===== src/rtl/spi_pkg.sv =====
// spi_pkg: shared state encoding and widths for the SPI byte transmitter
package spi_pkg;
  localparam int BYTE_W = 8;
  typedef enum logic [2:0] {
    IDLE  = 3'd0,
    SETUP = 3'd1,
    SHIFT = 3'd2,
    HOLD  = 3'd3,
    GAP   = 3'd4
  } state_t;
endpackage


===== src/rtl/spi_clk_div.sv =====
// spi_clk_div: phase counter producing phase ticks and SCLK edge strobes
module spi_clk_div (
  input  logic       clk,
  input  logic       rst,
  input  logic       run,
  input  logic       shift,
  input  logic [7:0] term,
  output logic       phase_tick,
  output logic       sclk_rise,
  output logic       sclk_fall
);
  logic [7:0] cnt;
  logic       hi;
  assign phase_tick = run && cnt == term;
  assign sclk_rise  = phase_tick && shift && !hi;
  assign sclk_fall  = phase_tick && shift && hi;
  // Count within a phase, wrap on the terminal value, and track SCLK half during SHIFT
  always_ff @(posedge clk or posedge rst)
    if (rst) begin
      cnt <= '0;
      hi  <= 1'b0;
    end else begin
      cnt <= (phase_tick || !run) ? 8'd0 : cnt + 8'd1;
      hi  <= shift ? hi ^ phase_tick : 1'b0;
    end
endmodule


===== src/rtl/spi_byte_tx.sv =====
// spi_byte_tx: SPI mode-0 MSB-first byte serializer; SPI_BYTE_TX_RX_EN adds MISO capture
module spi_byte_tx
  import spi_pkg::*;
#(
  parameter int CLK_DIV    = 4,
  parameter int GAP_CYCLES = 4
) (
  input  logic              baseClk,
  input  logic              hard_Clr,
  input  logic [BYTE_W-1:0] data,
  input  logic              sendEnable,
  output logic              sendBusy,
  output logic              spi_sclk,
  output logic              spi_mosi,
`ifdef SPI_BYTE_TX_RX_EN
  input  logic              spi_miso,
  output logic [BYTE_W-1:0] rxData,
  output logic              rxValid,
`endif
  output logic              spi_cs_n
);
  localparam logic [7:0] DIV_T = 8'(CLK_DIV - 1);
  localparam logic [7:0] GAP_T = 8'(GAP_CYCLES - 1);
  state_t            state;
  logic [BYTE_W-1:0] sr;
  logic [2:0]        bitc;
  logic              tick, rise, fall;
  spi_clk_div u_div (
    .clk       (baseClk),
    .rst       (hard_Clr),
    .run       (state != IDLE),
    .shift     (state == SHIFT),
    .term      (state == GAP ? GAP_T : DIV_T),
    .phase_tick(tick),
    .sclk_rise (rise),
    .sclk_fall (fall)
  );
  // Frame sequencer with registered SPI and busy outputs
  always_ff @(posedge baseClk or posedge hard_Clr)
    if (hard_Clr) begin
      state    <= IDLE;
      sr       <= '0;
      bitc     <= '0;
      sendBusy <= 1'b0;
      spi_sclk <= 1'b0;
      spi_mosi <= 1'b0;
      spi_cs_n <= 1'b1;
    end else begin
      case (state)
        IDLE:
          if (sendEnable) begin
            state    <= SETUP;
            sr       <= data;
            bitc     <= 3'd7;
            sendBusy <= 1'b1;
            spi_cs_n <= 1'b0;
            spi_mosi <= data[7];
          end
        SETUP:
          if (tick) state <= SHIFT;
        SHIFT: begin
          if (rise) spi_sclk <= 1'b1;
          if (fall) begin
            spi_sclk <= 1'b0;
            sr       <= {sr[BYTE_W-2:0], 1'b0};
            spi_mosi <= sr[BYTE_W-2];
            bitc     <= bitc - 3'd1;
            if (bitc == 3'd0) state <= HOLD;
          end
        end
        HOLD:
          if (tick) begin
            state    <= GAP;
            spi_cs_n <= 1'b1;
            spi_mosi <= 1'b0;
          end
        GAP:
          if (tick) begin
            state    <= IDLE;
            sendBusy <= 1'b0;
          end
        default: state <= IDLE;
      endcase
    end
`ifdef SPI_BYTE_TX_RX_EN
  logic [BYTE_W-1:0] rx_sr;
  // Capture MISO on SCLK rise; publish the byte for one cycle when the last bit ends
  always_ff @(posedge baseClk or posedge hard_Clr)
    if (hard_Clr) begin
      rx_sr   <= '0;
      rxData  <= '0;
      rxValid <= 1'b0;
    end else begin
      if (rise) rx_sr <= {rx_sr[BYTE_W-2:0], spi_miso};
      rxValid <= fall && bitc == 3'd0;
      if (fall && bitc == 3'd0) rxData <= rx_sr;
    end
`endif
endmodule


===== config.mk =====
export PLATFORM = sky130hd
export DESIGN_NAME = spi_byte_tx
export DESIGN_NICKNAME = d
export VERILOG_FILES = /design/src/rtl/spi_pkg.sv /design/src/rtl/spi_clk_div.sv /design/src/rtl/spi_byte_tx.sv
export SDC_FILE = /design/constraint.sdc
export NUM_CORES = 1
export LEC_CHECK = 0
export CELL_PAD_IN_SITES_DETAIL_PLACEMENT = 1
export CELL_PAD_IN_SITES_GLOBAL_PLACEMENT = 1
export CORE_MARGIN = 1
export CORE_UTILIZATION = 38
export CTS_CLUSTER_SIZE = 24
export DETAILED_ROUTE_END_ITERATION = 12
export PLACE_DENSITY_LB_ADDON = 0.1
export RECOVER_POWER = 25
export SLEW_MARGIN = 15
export SYNTH_ARGS = -nofsm -noshare
export SYNTH_HDL_FRONTEND = slang
export SYNTH_SLANG_ARGS = --single-unit

===== constraint.sdc =====
create_clock -name baseClk -period 2.57 [get_ports baseClk]
set_clock_uncertainty 0.1 [all_clocks]
set_input_delay 0.514 -clock baseClk [delete_from_list [all_inputs] [get_ports baseClk]]
set_output_delay 0.514 -clock baseClk [all_outputs]
set_load 0.03 [all_outputs]

==> flow_summary.toml, run 1 <==
[layout]
layout.cells.most_common_list = "sky130_fd_sc_hd__dfrtp_1, sky130_fd_sc_hd__nor2_1, sky130_fd_sc_hd__clkdlybuf4s50_1"
design.final.nets = 147
final_common_cell = "sky130_fd_sc_hd__dfrtp_1"
areaGrowthSynthToFinish_pct = 14.8
proportion_of_layout_cells_with_a_drive_suffix_above_1_pct = 19.7
antenna_cells = 0

[critical_path]
cp_num_buf_inv = 1
cp.arrival_ns = 1.57
critPathKind = "register to primary output"
crit_path_top_delay_cell = "sky130_fd_sc_hd__clkdlybuf4s50_1"
r2r_startpoint = "u_div.cnt[0]"
timing.critical_path.to_type = "primary output"
crit_family = "buffers and inverters"
timing.rr.end = "spi_mosi"
critPathRequiredTime_ns = 1.96
r2r_slack_ns = 0.55
max_stage_delay_ns = 0.67
worstPathMaxFanout = 3
crit_path_cell_trace = "clkdlybuf4s50_1"
number_of_cells_on_the_worst_reg_to_reg_path = 5
timing.critical_path.from_type = "register"

[floorplan]
io_pins = 15
die_height_um = 61.3
die_w_um = 61.3
die_area_um2 = 3760
core_region_area_um2 = 3360
floorplan.initialDensity_pct = 39.7
core.rowCount = 21

[power]
power_per_cell_area_nw_per_um2 = 997
maximum_vdd_ir_drop_uv = 334
totalPowerFinal_uw = 1530
total_leakage_power_uw = 0.000703

[detailed_routing]
route.antenna.remaining_nets = 0
routed-via-count = 906
wl_per_cell_um = 13.9
number_of_detailed_routing_iterations_run_before_antenna_repair = 3
drt_iter0_drc = 22
drc = 0
postRouteWirelength_um = 2470
route.detailed.vias_per_inst = 5.09

[timing]
worst-slew-pin-transition_ns = 1.38
finalSetupViolCount = 0
fin_tns_setup_ns = 0
max_transition_margin_pct = 8.00
maxClockFrequency_ghz = 0.458
rsz_0062_raised_after_global_routing = "false"
final_hold_violation_count = 0
maxSlewViolCount = 0
finalCritPeriodShare_pct = 85.0
period_needed_ns = 2.18

[logic_synthesis]
number_of_enable_flip_flop_cells_after_synthesis = 0
synth_sequential_area_ratio_pct = 48.8
async_flop_share_pct = 100
syn_inst_count = 118
yosysUniqueCellTypes = 39
syn_area_um2 = 1340
postSynth.topFlopCell = "sky130_fd_sc_hd__dfrtp_1"
post_synth.cell_area_avg_um2 = 11.3
synth_fp_nets = 132
yosys_warnings = 0
postSynthRegisterBits = 26

[global_routing]
grtUsageMet1_pct = 20.4
grt_antenna_before_repair = 0
grt.total_usage_pct = 16.0
routing_usage_on_met2_pct = 27.5
grt_use_met3_pct = 1.89
overflow = 0
busiest_layer = "met2"
grt_start_max_net_pins = 27
grt_first_pass_wirelength_um = 4370
first_global_vias = 972

[clock_tree]
clock_tree.htree_level_count = 1
cts_repair_resize_count = 0
postCtsSetupRepairBufs = 0
tritoncts_clock_tree = "yes"
clock_insertion_delay_worst_skew_ns = 0.33
root_buffer = "sky130_fd_sc_hd__clkbuf_4"
max-clock-path-buffers = 2
clock_sinks = 26
cts_hold_bufs = 0
clkTransAtPathRegs_ns = 0.16
numCtsBuffers = 3

[min_path]
worstHoldStart = "u_div.cnt[0]"
min_path_cells = 1
min_delay_worst_endpoint = "u_div.cnt[0]"
hp-class = "register to register"

[run]
drv_cap = 0

[placed_design]
place.gp.congestion = 0.731
dp_hpwl_um = 1830
portBuffers = 14

[outcome]
run_status = "complete, no violations"
## routing by layer
layer	vias up	share of wire, %
met3	2	2.3
li1	431	-
met4	0	0.53
met1	462	47
met2	11	50
met5	-	0
## state kept, by name, indices dropped and copies added, names as in the netlist
name	cells
u_div.cnt	8
sr	7
bitc	3
state	3
sendBusy	1
spi_cs_n	1
spi_mosi	1
spi_sclk	1
u_div.hi	1
## area by class of cell
cell class | instances | area, um^2
Fill cell | 380 | 1830
Sequential cell | 26 | 652
Multi-Input combinational cell | 80 | 618
Timing Repair Buffer | 15 | 144
Tap cell | 46 | 57.6
Clock buffer | 4 | 36.3
Inverter | 7 | 26.3
## cells in the mapped netlist (3+ instances only)
library cell | number | area, um^2
sky130_fd_sc_hd__nor2_1 | 15 | 56.3
sky130_fd_sc_hd__nor2b_1 | 3 | 18.8
sky130_fd_sc_hd__xnor2_1 | 3 | 26.3
sky130_fd_sc_hd__mux2_2 | 7 | 78.8
sky130_fd_sc_hd__ha_1 | 3 | 37.5
sky130_fd_sc_hd__nand3_1 | 3 | 15.0
sky130_fd_sc_hd__a21oi_1 | 4 | 20.0
sky130_fd_sc_hd__mux2_4 | 6 | 90.1
sky130_fd_sc_hd__dfrtp_1 | 25 | 626
sky130_fd_sc_hd__nand2_1 | 5 | 18.8
sky130_fd_sc_hd__xor2_1 | 5 | 43.8
sky130_fd_sc_hd__inv_1 | 7 | 26.3
## through the flow
| stage | utilization, % | setup WS (ns) | std cells | area, um^2 | hold slack (ns) |
|---|---|---|---|---|---|
| after floorplan | - | 0.707 | 118 | 1340 | 0.347 |
| after CTS | 45.7 | 0.373 | 178 | 1540 | 0.402 |
| after global placement | 44.6 | 0.398 | 174 | 1500 | 0.380 |
| after detailed placement | 44.6 | 0.359 | 174 | 1500 | 0.382 |
| final | 45.6 | 0.385 | 178 | 1530 | 0.397 |
| after global routing | 45.6 | 0.252 | 178 | 1530 | 0.422 |
## kinds of logic after synthesis
| kind of cell | share of synthesized area [%] |
|---|---|
| adders and majority gates | 2.81 |
| AOI/OAI and AO/OA | 7.40 |
| DFF | 48.8 |
| buffers and inverters | 4.96 |
| and+or+nand+nor | 17.4 |
| xor gates and xnor gates | 5.24 |
| muxes | 13.4 |
## worst max-delay path by stage
stage / from / endpoint / depth (start not counted)
2_1_floorplan: u_div.cnt[0] / sr[1] / 6
3_3_place_gp: sendEnable / sr[2] / 5
6_report: spi_cs_n / spi_cs_n / 1
3_5_place_dp: sendEnable / sr[6] / 5
5_1_grt: hard_Clr / state[0] / 3
4_1_cts: spi_cs_n / spi_cs_n / 1
## report_power, final
group | total, uW | switching (uW) | leakage [uW] | internal (uW)
registers | 701 | 141 | 0.000311 | 560
clock network | 215 | 128 | 0.0000210 | 86.7
logic | 615 | 299 | 0.000371 | 315
(Power assumes the default switching activity.)
==> inputs of run 2 (changes only) <==
Clock period 2.57 ns to 2.59 ns, I/O delays scaled along.
==> run 2 against run 1 <==
Effect of this change: final area is the same; count of clock-buffer cells in the layout is the same; critical path depth is the same; setup slack gained 0.019 ns; register-to-register slack is essentially flat; final cell count is the same; sequential power is essentially flat; largest power group unchanged; sequential cell count is the same; combinational power is essentially flat; highest routed layer unchanged; die area is the same.
==> flow_summary.toml, run 2 (same netlist as run 1, synthesis figures left out) <==
[placed_design]
dp_hpwl_um = 1850
portBuffers = 14
place.gp.congestion = 0.731

[clock_tree]
cts_hold_bufs = 0
cts_repair_resize_count = 0
clock_tree.htree_level_count = 1
tritoncts_clock_tree = "yes"
root_buffer = "sky130_fd_sc_hd__clkbuf_4"
numCtsBuffers = 3
clock_insertion_delay_worst_skew_ns = 0.33
clock_sinks = 26
max-clock-path-buffers = 2
postCtsSetupRepairBufs = 0
clkTransAtPathRegs_ns = 0.15

[floorplan]
core.rowCount = 21
core_region_area_um2 = 3360
die_height_um = 61.3
die_area_um2 = 3760
io_pins = 15
die_w_um = 61.3
floorplan.initialDensity_pct = 39.7

[timing]
max_transition_margin_pct = 6.05
finalSetupViolCount = 0
finalCritPeriodShare_pct = 84.4
worst-slew-pin-transition_ns = 1.41
rsz_0062_raised_after_global_routing = "false"
maxClockFrequency_ghz = 0.457
maxSlewViolCount = 0
period_needed_ns = 2.19
fin_tns_setup_ns = 0
final_hold_violation_count = 0

[critical_path]
worstPathMaxFanout = 3
critPathKind = "register to primary output"
crit_family = "buffers and inverters"
max_stage_delay_ns = 0.67
cp_num_buf_inv = 1
timing.critical_path.to_type = "primary output"
timing.critical_path.from_type = "register"
cp.arrival_ns = 1.57
crit_path_cell_trace = "clkdlybuf4s50_1"
crit_path_top_delay_cell = "sky130_fd_sc_hd__clkdlybuf4s50_1"
critPathRequiredTime_ns = 1.97

[detailed_routing]
drc = 0
postRouteWirelength_um = 2510
routed-via-count = 902
route.detailed.vias_per_inst = 5.07
route.antenna.remaining_nets = 0
number_of_detailed_routing_iterations_run_before_antenna_repair = 4
drt_iter0_drc = 49
wl_per_cell_um = 14.1

[layout]
fillerInstances = 387
design.final.nets = 147
final_common_cell = "sky130_fd_sc_hd__dfrtp_1"
biggestRegsByFlops = "u_div.cnt (8), sr (7)"
max_flop_register = "u_div.cnt"
proportion_of_layout_cells_with_a_drive_suffix_above_1_pct = 19.7
largest_register_ffs = 8
areaGrowthSynthToFinish_pct = 14.8
layout.cells.most_common_list = "sky130_fd_sc_hd__dfrtp_1, sky130_fd_sc_hd__nor2_1, sky130_fd_sc_hd__clkdlybuf4s50_1"
antenna_cells = 0

[global_routing]
grt_first_pass_wirelength_um = 4330
first_global_vias = 984
grt.total_usage_pct = 16.2
grt_start_max_net_pins = 27
grt_antenna_before_repair = 0
overflow = 0

[power]
maximum_vdd_ir_drop_uv = 331
power_per_cell_area_nw_per_um2 = 991
totalPowerFinal_uw = 1520
total_leakage_power_uw = 0.000703

[run]
drv_cap = 0

[outcome]
run_status = "complete, no violations"

[min_path]
hp-class = "register to register"
run 2: cell counts in the layout (fill, tap and decap cells not counted):
Identical to the previous run, type by type.
run 2: cell type report:
cell class	instances	area (um^2)	share of cell area (%)
flip-flops and latches	26	652	42.5
multi-input cells	80	618	40.3
well taps	46	57.6	3.75
inverters	7	26.3	1.71
repair buffers	15	144	9.38
clock buffers	4	36.3	2.37
run 2: worst paths after layout:
| kind | start | to | slack, ns | cells past startpoint |
|---|---|---|---|---|
| max | spi_cs_n | spi_cs_n | 0.40 | 1 |
| min | u_div.cnt[0] | u_div.cnt[0] | 0.40 | 1 |
| max reg2reg | u_div.cnt[0] | spi_mosi | 0.56 | 5 |
| min reg2reg | u_div.cnt[0] | u_div.cnt[0] | 0.40 | 1 |
| max in group asynchronous | hard_Clr | u_div.hi | 0.58 | 3 |
| min in group asynchronous | hard_Clr | u_div.cnt[1] | 0.98 | 3 |
run 2: layer usage:
metal  vias to the layer above  global-route usage, %  routed length [um]
li1                        429                      -                   -
met2                        14                   27.6                1250
met1                       454                   19.7                1140
met5                         -                      0                   0
met3                         5                   3.15                  67
met4                         0                   7.79                  46
run 2: power by group:
part / switching [uW] / total (uW) / internal, uW
Sequential: 143 / 698 / 555
Combinational: 299 / 612 / 313
Clock: 124 / 210 / 86.1
run 2: metrics by stage:
step                      hold slack, ns  utilization, %  instances  worst slack, ns  instance area [um^2]
after global routing               0.422            45.6        178            0.279                  1530
final                              0.397            45.6        178            0.404                  1530
after detailed placement           0.382            44.6        174            0.366                  1500
after global placement             0.380            44.6        174            0.414                  1500
after CTS                          0.402            45.7        178            0.387                  1540
after floorplan                    0.347               -        118            0.727                  1340
==> inputs of run 3 (changes only) <==
Clock period 2.59 ns to 2 ns, I/O delays scaled along.
==> run 3 against run 2 <==
Effect of this change: routed wire length up 11%; setup slack lost 0.32 ns; highest routed layer unchanged; critical path type is now register to register; largest cell class unchanged; first-iteration DRC count fell by 57%; critical endpoint is now sr[2]; final area is 4.8% higher.
==> flow_summary.toml, run 3 (same netlist as run 1, synthesis figures left out) <==
[layout]
antenna_cells = 0
areaGrowthSynthToFinish_pct = 20.3
instances_no_fill = 187
design.final.nets = 156
layout.cells.most_common_list = "sky130_fd_sc_hd__dfrtp_1, sky130_fd_sc_hd__nor2_1, sky130_fd_sc_hd__clkdlybuf4s50_1"
largest_register_ffs = 8
max_flop_register = "u_div.cnt"
final_area_um2 = 1610
final_common_cell = "sky130_fd_sc_hd__dfrtp_1"
biggestRegsByFlops = "u_div.cnt (8), sr (7)"
proportion_of_layout_cells_with_a_drive_suffix_above_1_pct = 24.8

[detailed_routing]
route.antenna.remaining_nets = 0
drc = 0
routed-via-count = 938
number_of_detailed_routing_iterations_run_before_antenna_repair = 4
postRouteWirelength_um = 2780
route.detailed.vias_per_inst = 5.02
wl_per_cell_um = 14.9
drt_iter0_drc = 21

[placed_design]
placed_cells_incl_taps = 183
dp_hpwl_um = 2110
place.gp.congestion = 0.738
placedInstanceArea_um2 = 1570
portBuffers = 14

[critical_path]
timing.critical_path.to_type = "register"
critPathRequiredTime_ns = 2.12
timing.critical_path.from_type = "register"
r2r_startpoint = "u_div.cnt[0]"
critPathKind = "register to register"
worstPathMaxFanout = 8
number_of_cells_on_the_worst_reg_to_reg_path = 5
cp.arrival_ns = 2.03
timing.critical_path.from = "u_div.cnt[0]"

[global_routing]
grt_antenna_before_repair = 0
overflow = 0
grt.total_usage_pct = 17.3
first_global_vias = 1015
grt_start_max_net_pins = 15
grt_first_pass_wirelength_um = 4610

[timing]
period_needed_ns = 1.91
maxClockFrequency_ghz = 0.522
finalCritPeriodShare_pct = 95.7
final_hold_violation_count = 0
finalSetupViolCount = 0
fin_tns_setup_ns = 0
worst-slew-pin-transition_ns = 0.749
max_transition_margin_pct = 50.0
maxSlewViolCount = 0

[power]
power_per_cell_area_nw_per_um2 = 1280
maximum_vdd_ir_drop_uv = 463
totalPowerFinal_uw = 2050
total_leakage_power_uw = 0.000750

[clock_tree]
clock_insertion_delay_worst_skew_ns = 0.32
postCtsSetupRepairBufs = 0
clkTransAtPathRegs_ns = 0.14
root_buffer = "sky130_fd_sc_hd__clkbuf_4"
cts_hold_bufs = 0
max-clock-path-buffers = 2
numCtsBuffers = 3
clock_tree.htree_level_count = 1
clock_sinks = 26
tritoncts_clock_tree = "yes"

[floorplan]
floorplan.initialDensity_pct = 39.7
core_region_area_um2 = 3360
io_pins = 15
core.rowCount = 21
die_w_um = 61.3
die_height_um = 61.3
die_area_um2 = 3760

[min_path]
min_path_cells = 1
worstHoldStart = "u_div.cnt[0]"
hp-class = "register to register"

[outcome]
run_status = "complete, no violations"

[run]
drv_cap = 0
[run 3: what timing repair did]
action	CTS	global route
gates resized for setup	2	1
setup endpoints to repair	2	9
hold endpoints to repair	0	0
[run 3: worst max-delay path, cell delays in order (launching register included)]
cell and delay [ns]:
sky130_fd_sc_hd__dfrtp_1 0.41, sky130_fd_sc_hd__ha_1 0.24, sky130_fd_sc_hd__nor3b_4 0.28, sky130_fd_sc_hd__and4_4 0.26
sky130_fd_sc_hd__or2b_4 0.21, sky130_fd_sc_hd__mux2_4 0.32
[run 3: final timing paths]
path                                 to  slack (ns)
hold reg to reg            u_div.cnt[0]        0.40
setup reg to reg                  sr[2]        0.09
max in group asynchronous      state[0]        0.72
hold / removal             u_div.cnt[0]        0.40
setup / recovery                  sr[2]        0.09
min in group asynchronous       bitc[2]        0.60
[run 3: routing by layer]
metal | vias up | global-route usage (%) | wire length, um
met1 | 473 | 22.7 | 1240
met5 | - | 0 | 0
li1 | 446 | - | -
met2 | 14 | 28.7 | 1440
met4 | 0 | 6.82 | 46
met3 | 5 | 2.52 | 54
[run 3: final cells by class]
cell class | count | area [um^2]
flip-flops and latches | 26 | 652
clock buffers | 4 | 36.3
inverters | 7 | 26.3
repair buffers | 24 | 206
well taps | 46 | 57.6
multi-input cells | 80 | 629
fillers | 391 | 1760
[run 3: metrics by stage]
stage,hold slack [ns],util (%),setup slack (ns)
after global placement,0.378,46.7,-0.0454
after CTS,0.270,47.8,0.0646
after global routing,0.422,47.8,-0.0250
after detailed placement,0.381,46.7,-0.0791
final,0.395,47.8,0.0859
after floorplan,0.339,-,0.137
[run 3: power breakdown]
group / total (uW) / internal, uW / leakage, uW / switching (uW)
combinational: 917 / 459 / 0.000418 / 459
sequential: 872 / 720 / 0.000311 / 153
clock: 264 / 111 / 0.0000210 / 153
total: 2050 / 1290 / 0.000750 / 764
